===== config.mk =====
export PLATFORM = sky130hd
export DESIGN_NAME = reg_access_ctrl_flat
export DESIGN_NICKNAME = d
export VERILOG_FILES = /design/src/rtl/reg_access_if.sv /design/src/rtl/reg_access_ctrl.sv /design/src/flat_wrapper.sv
export SDC_FILE = /design/constraint.sdc
export NUM_CORES = 1
export LEC_CHECK = 0
export BUFFER_PORTS_ARGS = -buffer_cell sky130_fd_sc_hd__buf_2
export CAP_MARGIN = 20
export CORE_MARGIN = 2
export CORE_UTILIZATION = 49
export CTS_CLUSTER_DIAMETER = 40
export DETAILED_ROUTE_END_ITERATION = 10
export GPL_TIMING_DRIVEN = 0
export PLACE_DENSITY_LB_ADDON = 0.3
export SYNTH_ARGS = -nofsm -noshare
export SYNTH_HDL_FRONTEND = slang
export SYNTH_SLANG_ARGS = --single-unit

===== constraint.sdc =====
create_clock -name clk -period 2.77 [get_ports clk]
set_clock_uncertainty 0.2 [all_clocks]
set_input_delay 0.554 -clock clk [delete_from_list [all_inputs] [get_ports clk]]
set_output_delay 0.554 -clock clk [all_outputs]
set_load 0.01 [all_outputs]

===== src/rtl/reg_access_if.sv =====
// Requester-side bundle for reg_access_ctrl: clear request, writeback
// channel, operand read request and operand response handshake.
interface reg_access_if #(
   parameter int NIB_SIZE  = 4,
   parameter int WORD_SIZE = 16
);
   logic                 clear_req;
   logic                 wb_valid;
   logic                 wb_ready;
   logic [NIB_SIZE-1:0]  wb_num;
   logic [WORD_SIZE-1:0] wb_val;
   logic                 rd_valid;
   logic                 rd_ready;
   logic [NIB_SIZE-1:0]  rd_num1;
   logic [NIB_SIZE-1:0]  rd_num2;
   logic                 op_valid;
   logic                 op_ready;
   logic [WORD_SIZE-1:0] op_val1;
   logic [WORD_SIZE-1:0] op_val2;

   modport master (
      output clear_req, wb_valid, wb_num, wb_val, rd_valid, rd_num1, rd_num2, op_ready,
      input  wb_ready, rd_ready, op_valid, op_val1, op_val2
   );

   modport slave (
      input  clear_req, wb_valid, wb_num, wb_val, rd_valid, rd_num1, rd_num2, op_ready,
      output wb_ready, rd_ready, op_valid, op_val1, op_val2
   );
endinterface


===== src/rtl/reg_access_ctrl.sv =====
// Register-stack access controller: serialises clear, writeback and operand
// read requests into single-cycle register-stack commands and returns the
// read operand pair through a valid/ready response.
module reg_access_ctrl #(
   parameter int NIB_SIZE       = 4,
   parameter int WORD_SIZE      = 16,
   parameter int REG_STACK_SIZE = 16
) (
   input  logic                 clk,
   input  logic                 reset_n,
   reg_access_if.slave          bus,
   output logic [NIB_SIZE-1:0]  rs_num1,
   output logic [NIB_SIZE-1:0]  rs_num2,
   output logic [NIB_SIZE-1:0]  rs_setnum,
   output logic [WORD_SIZE-1:0] rs_setval,
   output logic                 rs_get_enable,
   output logic                 rs_set_enable,
   output logic                 rs_reset_enable,
   input  logic [WORD_SIZE-1:0] rs_out1,
   input  logic [WORD_SIZE-1:0] rs_out2
);

   // Register numbers are forwarded unchecked, so the stack must fit the number width.
   if (REG_STACK_SIZE > (1 << NIB_SIZE)) begin : g_size_check
      $error("REG_STACK_SIZE does not fit in NIB_SIZE-bit register numbers");
   end

   typedef enum logic [2:0] {INIT, IDLE, CLEAR, SET, GET, WAIT, RESP} state_t;

   state_t               state_q;
   logic                 wait_q;
   logic [NIB_SIZE-1:0]  num1_q, num2_q, setnum_q;
   logic [WORD_SIZE-1:0] setval_q;
   logic                 get_q, set_q, rst_q;
   logic                 op_valid_q;
   logic [WORD_SIZE-1:0] op_val1_q, op_val2_q;

   // Sequencer: every stack command is a one-cycle registered pulse issued on
   // the edge that enters the command state, so enables never overlap.
   always_ff @(posedge clk or negedge reset_n) begin
      if (!reset_n) begin
         state_q    <= INIT;
         wait_q     <= 1'b0;
         num1_q     <= '0;
         num2_q     <= '0;
         setnum_q   <= '0;
         setval_q   <= '0;
         get_q      <= 1'b0;
         set_q      <= 1'b0;
         rst_q      <= 1'b0;
         op_valid_q <= 1'b0;
         op_val1_q  <= '0;
         op_val2_q  <= '0;
      end else begin
         get_q <= 1'b0;
         set_q <= 1'b0;
         rst_q <= 1'b0;
         case (state_q)
            // First edge raises the reset pulse; the second edge drops it and opens IDLE.
            INIT: begin
               if (!rst_q) rst_q   <= 1'b1;
               else        state_q <= IDLE;
            end
            IDLE: begin
               if (bus.clear_req) begin
                  rst_q   <= 1'b1;
                  state_q <= CLEAR;
               end else if (bus.wb_valid) begin
                  setnum_q <= bus.wb_num;
                  setval_q <= bus.wb_val;
                  set_q    <= 1'b1;
                  state_q  <= SET;
               end else if (bus.rd_valid) begin
                  num1_q  <= bus.rd_num1;
                  num2_q  <= bus.rd_num2;
                  get_q   <= 1'b1;
                  state_q <= GET;
               end
            end
            CLEAR:   state_q <= IDLE;
            SET:     state_q <= IDLE;
            GET: begin
               wait_q  <= 1'b0;
               state_q <= WAIT;
            end
            // Two cycles in WAIT give the stack's registered read data time to settle.
            WAIT: begin
               if (wait_q) begin
                  op_val1_q  <= rs_out1;
                  op_val2_q  <= rs_out2;
                  op_valid_q <= 1'b1;
                  state_q    <= RESP;
               end else begin
                  wait_q <= 1'b1;
               end
            end
            RESP: begin
               if (bus.op_ready) begin
                  op_valid_q <= 1'b0;
                  state_q    <= IDLE;
               end
            end
            default: state_q <= INIT;
         endcase
      end
   end

   // Acceptance is only possible from IDLE; clear outranks writeback, which outranks read.
   assign bus.wb_ready = (state_q == IDLE) && !bus.clear_req;
   assign bus.rd_ready = (state_q == IDLE) && !bus.clear_req && !bus.wb_valid;
   assign bus.op_valid = op_valid_q;
   assign bus.op_val1  = op_val1_q;
   assign bus.op_val2  = op_val2_q;

   assign rs_num1         = num1_q;
   assign rs_num2         = num2_q;
   assign rs_setnum       = setnum_q;
   assign rs_setval       = setval_q;
   assign rs_get_enable   = get_q;
   assign rs_set_enable   = set_q;
   assign rs_reset_enable = rst_q;

endmodule


===== src/flat_wrapper.sv =====
// flat-port wrapper written by rule: the top's interface ports become plain ports
module reg_access_ctrl_flat 
#(
   parameter int NIB_SIZE       = 4,
   parameter int WORD_SIZE      = 16,
   parameter int REG_STACK_SIZE = 16
)
  (clk, reset_n, rs_num1, rs_num2, rs_setnum, rs_setval, rs_get_enable, rs_set_enable, rs_reset_enable, rs_out1, rs_out2, bus_clear_req, bus_wb_valid, bus_wb_num, bus_wb_val, bus_rd_valid, bus_rd_num1, bus_rd_num2, bus_op_ready, bus_wb_ready, bus_rd_ready, bus_op_valid, bus_op_val1, bus_op_val2);
  reg_access_if #(.NIB_SIZE(NIB_SIZE), .WORD_SIZE(WORD_SIZE)) bus_i ();
  input  logic clk;
  input  logic reset_n;
  output logic [NIB_SIZE-1:0] rs_num1;
  output logic [NIB_SIZE-1:0] rs_num2;
  output logic [NIB_SIZE-1:0] rs_setnum;
  output logic [WORD_SIZE-1:0] rs_setval;
  output logic rs_get_enable;
  output logic rs_set_enable;
  output logic rs_reset_enable;
  input  logic [WORD_SIZE-1:0] rs_out1;
  input  logic [WORD_SIZE-1:0] rs_out2;
  input wire logic [$bits(bus_i.clear_req)-1:0] bus_clear_req;
  input wire logic [$bits(bus_i.wb_valid)-1:0] bus_wb_valid;
  input wire logic [$bits(bus_i.wb_num)-1:0] bus_wb_num;
  input wire logic [$bits(bus_i.wb_val)-1:0] bus_wb_val;
  input wire logic [$bits(bus_i.rd_valid)-1:0] bus_rd_valid;
  input wire logic [$bits(bus_i.rd_num1)-1:0] bus_rd_num1;
  input wire logic [$bits(bus_i.rd_num2)-1:0] bus_rd_num2;
  input wire logic [$bits(bus_i.op_ready)-1:0] bus_op_ready;
  output wire logic [$bits(bus_i.wb_ready)-1:0] bus_wb_ready;
  output wire logic [$bits(bus_i.rd_ready)-1:0] bus_rd_ready;
  output wire logic [$bits(bus_i.op_valid)-1:0] bus_op_valid;
  output wire logic [$bits(bus_i.op_val1)-1:0] bus_op_val1;
  output wire logic [$bits(bus_i.op_val2)-1:0] bus_op_val2;
  assign bus_i.clear_req = bus_clear_req;
  assign bus_i.wb_valid = bus_wb_valid;
  assign bus_i.wb_num = bus_wb_num;
  assign bus_i.wb_val = bus_wb_val;
  assign bus_i.rd_valid = bus_rd_valid;
  assign bus_i.rd_num1 = bus_rd_num1;
  assign bus_i.rd_num2 = bus_rd_num2;
  assign bus_i.op_ready = bus_op_ready;
  assign bus_wb_ready = bus_i.wb_ready;
  assign bus_rd_ready = bus_i.rd_ready;
  assign bus_op_valid = bus_i.op_valid;
  assign bus_op_val1 = bus_i.op_val1;
  assign bus_op_val2 = bus_i.op_val2;
  reg_access_ctrl #(.NIB_SIZE(NIB_SIZE), .WORD_SIZE(WORD_SIZE), .REG_STACK_SIZE(REG_STACK_SIZE)) u_core (.clk(clk), .reset_n(reset_n), .bus(bus_i), .rs_num1(rs_num1), .rs_num2(rs_num2), .rs_setnum(rs_setnum), .rs_setval(rs_setval), .rs_get_enable(rs_get_enable), .rs_set_enable(rs_set_enable), .rs_reset_enable(rs_reset_enable), .rs_out1(rs_out1), .rs_out2(rs_out2));
endmodule

### Word-level counts from Yosys, hierarchy flattened

Index checks and enable logic that the tools add are counted.

| word-level totals | value |
|---|---|
| logic and storage cells | 58 |
| register bits after elaboration | 68 |
| input bits | 66 |

| operators by class | value |
|---|---|
| equality and inequality tests | 10 |
| reductions and logical operators | 13 |
| bitwise operators | 2 |
| multiplexer cells | 21 |

Operators by type and width:

| cell | number |
|---|---|
| two-way mux 3 bit | 6 |
| one-hot mux 3 bit (6 select lines) | 1 |
| two-way mux 1 bit | 11 |
| == test 3 bit (second input constant) | 3 |
| AND reduction 4 bit | 2 |
| == test 3 x 2 -> 1 bit (second input constant) | 2 |
| one-hot mux 1 bit (2 select lines) | 3 |
| AND reduction 3 bit | 2 |
| inequality test 2 x 1 -> 1 bit (second input constant) | 2 |
| inequality test 4 bit (second input constant) | 1 |
| nonzero test 2 bit | 2 |
| == test 3 x 1 -> 1 bit (second input constant) | 1 |
| logical NOT 3 bit | 1 |
| logical AND 1 bit | 2 |
| logical NOT 1 bit | 2 |
| inequality test 2 bit (second input constant) | 1 |
| inverter 1 bit | 2 |
| AND reduction 2 bit | 1 |
| OR reduction 2 bit | 1 |

### Longest topological paths before layout

| logic depth | value |
|---|---|
| depth in word-level cells | 4 |
| gate-level depth with buffers | 5 |

### Worst setup path before layout

Ideal clock, no wire load.

| timing | value |
|---|---|
| path type | input to output |
| start point | in bus_clear_req |
| end point | out bus_rd_ready |
| slack | 0.804 ns |
| path buffers | 0 |
| data required time | 2.016 ns |
| cell stages on the path | 2 |
| arrival | 1.212 ns |
| cell sequence | nor4b_4 > nor2b_1 |

| between the ends | value |
|---|---|
| cells in the longest elaborated chain, start to end | 3 |

RTL lines:

| item | RTL line | text |
|---|---|---|
| start: declaration | flat_wrapper.sv:21 | `input wire logic [$bits(bus_i.clear_req)-1:0] bus_clear_req;` |
| logical NOT 1 bit | reg_access_ctrl.sv:110 | `assign bus.rd_ready = (state_q == IDLE) && !bus.clear_req && !bus.wb_valid;` |
| logical AND 1 bit (2 in a row) | reg_access_ctrl.sv:110 |  |
| end: declaration | flat_wrapper.sv:30 | `output wire logic [$bits(bus_i.rd_ready)-1:0] bus_rd_ready;` |

Every way passes these cells.

### Worst setup path in the final report

| timing | value |
|---|---|
| start point | reg u_core.state_q[1] |
| end point | out bus_rd_ready |

| between the ends | value |
|---|---|
| cells in the longest elaborated chain, start to end | 3 |

RTL lines:

| item | RTL line | text |
|---|---|---|
| start: declaration | reg_access_ctrl.sv:30 | `state_t state_q;` |
| start signal: assignment | reg_access_ctrl.sv:42 | `state_q <= INIT;` |
| start signal: assignment | reg_access_ctrl.sv:62 | `else state_q <= IDLE;` |
| start signal: assignment | reg_access_ctrl.sv:67 | `state_q <= CLEAR;` |
| == test 3 x 1 -> 1 bit | reg_access_ctrl.sv:110 |  |
| logical AND 1 bit (2 in a row) | reg_access_ctrl.sv:110 |  |

Every way passes these cells.

==> metrics <==
status=finished clean; Req. time, crit path=2020 ps; post-DP HPWL=4.03 mm; Initial Utilization=0.512; count of final setup violators=0; Max Cap Viol=0; crit start category=flip-flop; Worst Tran Pin Value=823 ps; CTS Buf Count=9; Seq cells post-synth=68; Finished Layout Cells=387; post-CTS sizing=0; FF-to-FF setup slack=880 ps; top-area cell type share of the netlist area=0.643; clock sinks=68; DRC=0; first drt pass iteration count=4; via/cell ratio=4.89; post-route cell area=0.00360 sq mm; Commonest cells post-synth=dfrtp_1, mux2_2, nand2_1, nor2b_1, o21ai_0; Rows=26; final-report hold violation count=0; pwr dens=1120 mW/mm^2; vias=1892; multi-input logic area=878 sq um; EDFF count, synth=0; Leak Pwr=1.82 nW; largest net degree at the start of global routing=69; post-route setup slack=420 ps; GR Overflow Total=0; DIE HEIGHT=77.5 um; Gate Count Post-Synth=170; Final min period=2350 ps; period utilisation layout=0.849; WL final=5.43 mm; average cell area after synthesis=15.6 sq um; async set-reset flop share out of synthesis=1.00; clk root buf=clkbuf_8; die width=77.5 um; min-delay worst type=in2async; global placer's final weighted congestion=0.713; Setup Buffers After CTS=0; Clock H-tree levels=3; relative slew slack=0.451; net count after synthesis=236; worst vdd ir=0.572 mV; Worst Path Max Fanout=10; WL per Instance=14.0 um; Synth area leader=dfrtp_1; Primary FF master, synth=dfrtp_1; RSZ-0062 raised after global routing=false; Inst Count DP=371; Crit. End Element=primary output; core area=0.00517 sq mm; Worst-Skew Late Latency=330 ps; CTS tree=yes; WP data arrival=1600 ps; Worst-path clk slew=70 ps; die area=0.00601 sq mm; GRT Total Usage=0.189; Synth cell types=23; TNS Setup=0 ps; vias in the first global route=1913; number of max-slew violations in the final report=0; Max Freq=0.425 GHz; fraction of layout cells with a size suffix above 1=0.681; Area growth syn-to-layout=35.8%; Post-DRT Antenna Nets=0; Crit Path Category=reg2out; initial antenna violation count=0; post-synthesis cell area=0.00265 sq mm; Clock Tree Buf Depth=2; Cell Area, Placed=0.00339 sq mm; sequential share of the synthesized area=0.643; Seq. cell area=0.00170 sq mm; first-pass GRT wire length=8.69 mm; Inserted Diodes=0; DP Worst Slack=659 ps; Fill cells=391; CTS Hold Bufs=0; port bufs=131; Iter 0 DRT Violations=89; nets=378; YS warnings=0; most numerous cell in the Yosys netlist=dfrtp_1; # IOs=132; top cells by area, synth=dfrtp_1, mux2_2, buf_6
==> routing by layer <==
metal,part of all wire,vias up,global-route usage
li1,-,878,-
met1,0.40,931,0.220
met2,0.52,75,0.326
met3,0.066,8,0.0477
met4,0.016,0,0.0911
met5,0,-,0
==> state kept, by name, indices dropped and copies added, names as in the netlist <==
register	cells
u_core.bus.op_val1	16
u_core.bus.op_val2	16
u_core.rs_setval	16
u_core.rs_num1	4
u_core.rs_num2	4
u_core.rs_setnum	4
u_core.state_q	3
u_core.bus.op_valid	1
u_core.rs_get_enable	1
u_core.rs_reset_enable	1
u_core.rs_set_enable	1
u_core.wait_q	1
==> area by class of cell <==
type / count / area share
plain buffers: 9 / 0.0167
clock inverters: 4 / 0.0132
multi-input cells: 91 / 0.244
clock buffers: 12 / 0.0431
well taps: 70 / 0.0244
inverters: 2 / 0.00209
repair buffers: 131 / 0.183
flip-flops and latches: 68 / 0.473
==> layout by cell type, fill, tap and decap left out, types with 2 or more instances in the layout <==
cell type / n
buf_2: 133
nand2_1: 4
clkinv_2: 2
nor3_1: 2
clkbuf_8: 11
dfrtp_1: 68
mux2_2: 59
o21bai_1: 2
nor2_1: 3
nand2_2: 2
nor2b_1: 4
buf_6: 3
clkbuf_1: 4
inv_1: 2
o21ai_0: 4
mux2_1: 2
==> critical path, cell delays in order (launching register included) <==
cell      delay (ps)
dfrtp_1          370
clkbuf_1         230
nor4b_4          370
nor2b_1          170
buf_2            130
==> through the flow <==
stage | util | hold WS [ps] | power [mW]
2_1_floorplan | - | 58.4 | 2.57
3_3_place_gp | 0.656 | 273 | 3.17
3_5_place_dp | 0.656 | 280 | 3.24
4_1_cts | 0.695 | 144 | 4.07
5_1_grt | 0.695 | 194 | 4.27
6_report | 0.695 | 115 | 4.02
==> logic make-up after synthesis <==
kind of cell           count (synthesis)  synth area share
AO/OA/AOI/OAI                         10            0.0246
multiplexers                          61             0.259
buffers and inverters                 11            0.0255
flip-flops                            68             0.643
AND/OR/NAND/NOR                       20            0.0477
==> power breakdown <==
part	switching [mW]	total, mW	internal, mW
clock network	0.359	0.821	0.462
registers	0.220	1.70	1.48
logic	0.702	1.50	0.801
==> final timing paths <==
| check | startpoint | end | cells past startpoint |
|---|---|---|---|
| worst max-delay path | u_core.state_q[1] | bus_rd_ready | 4 |
| worst min-delay path | reset_n | u_core.rs_setval[8] | 1 |
| worst max register to register | u_core.state_q[1] | u_core.rs_setval[8] | 5 |
| worst min register to register | u_core.rs_setval[8] | u_core.rs_setval[8] | 1 |
| max in group asynchronous | reset_n | u_core.bus.op_val1[12] | 1 |
| min in group clk | bus_wb_val[8] | u_core.rs_setval[8] | 2 |
No activity file was read; power rests on OpenSTA's default activity.
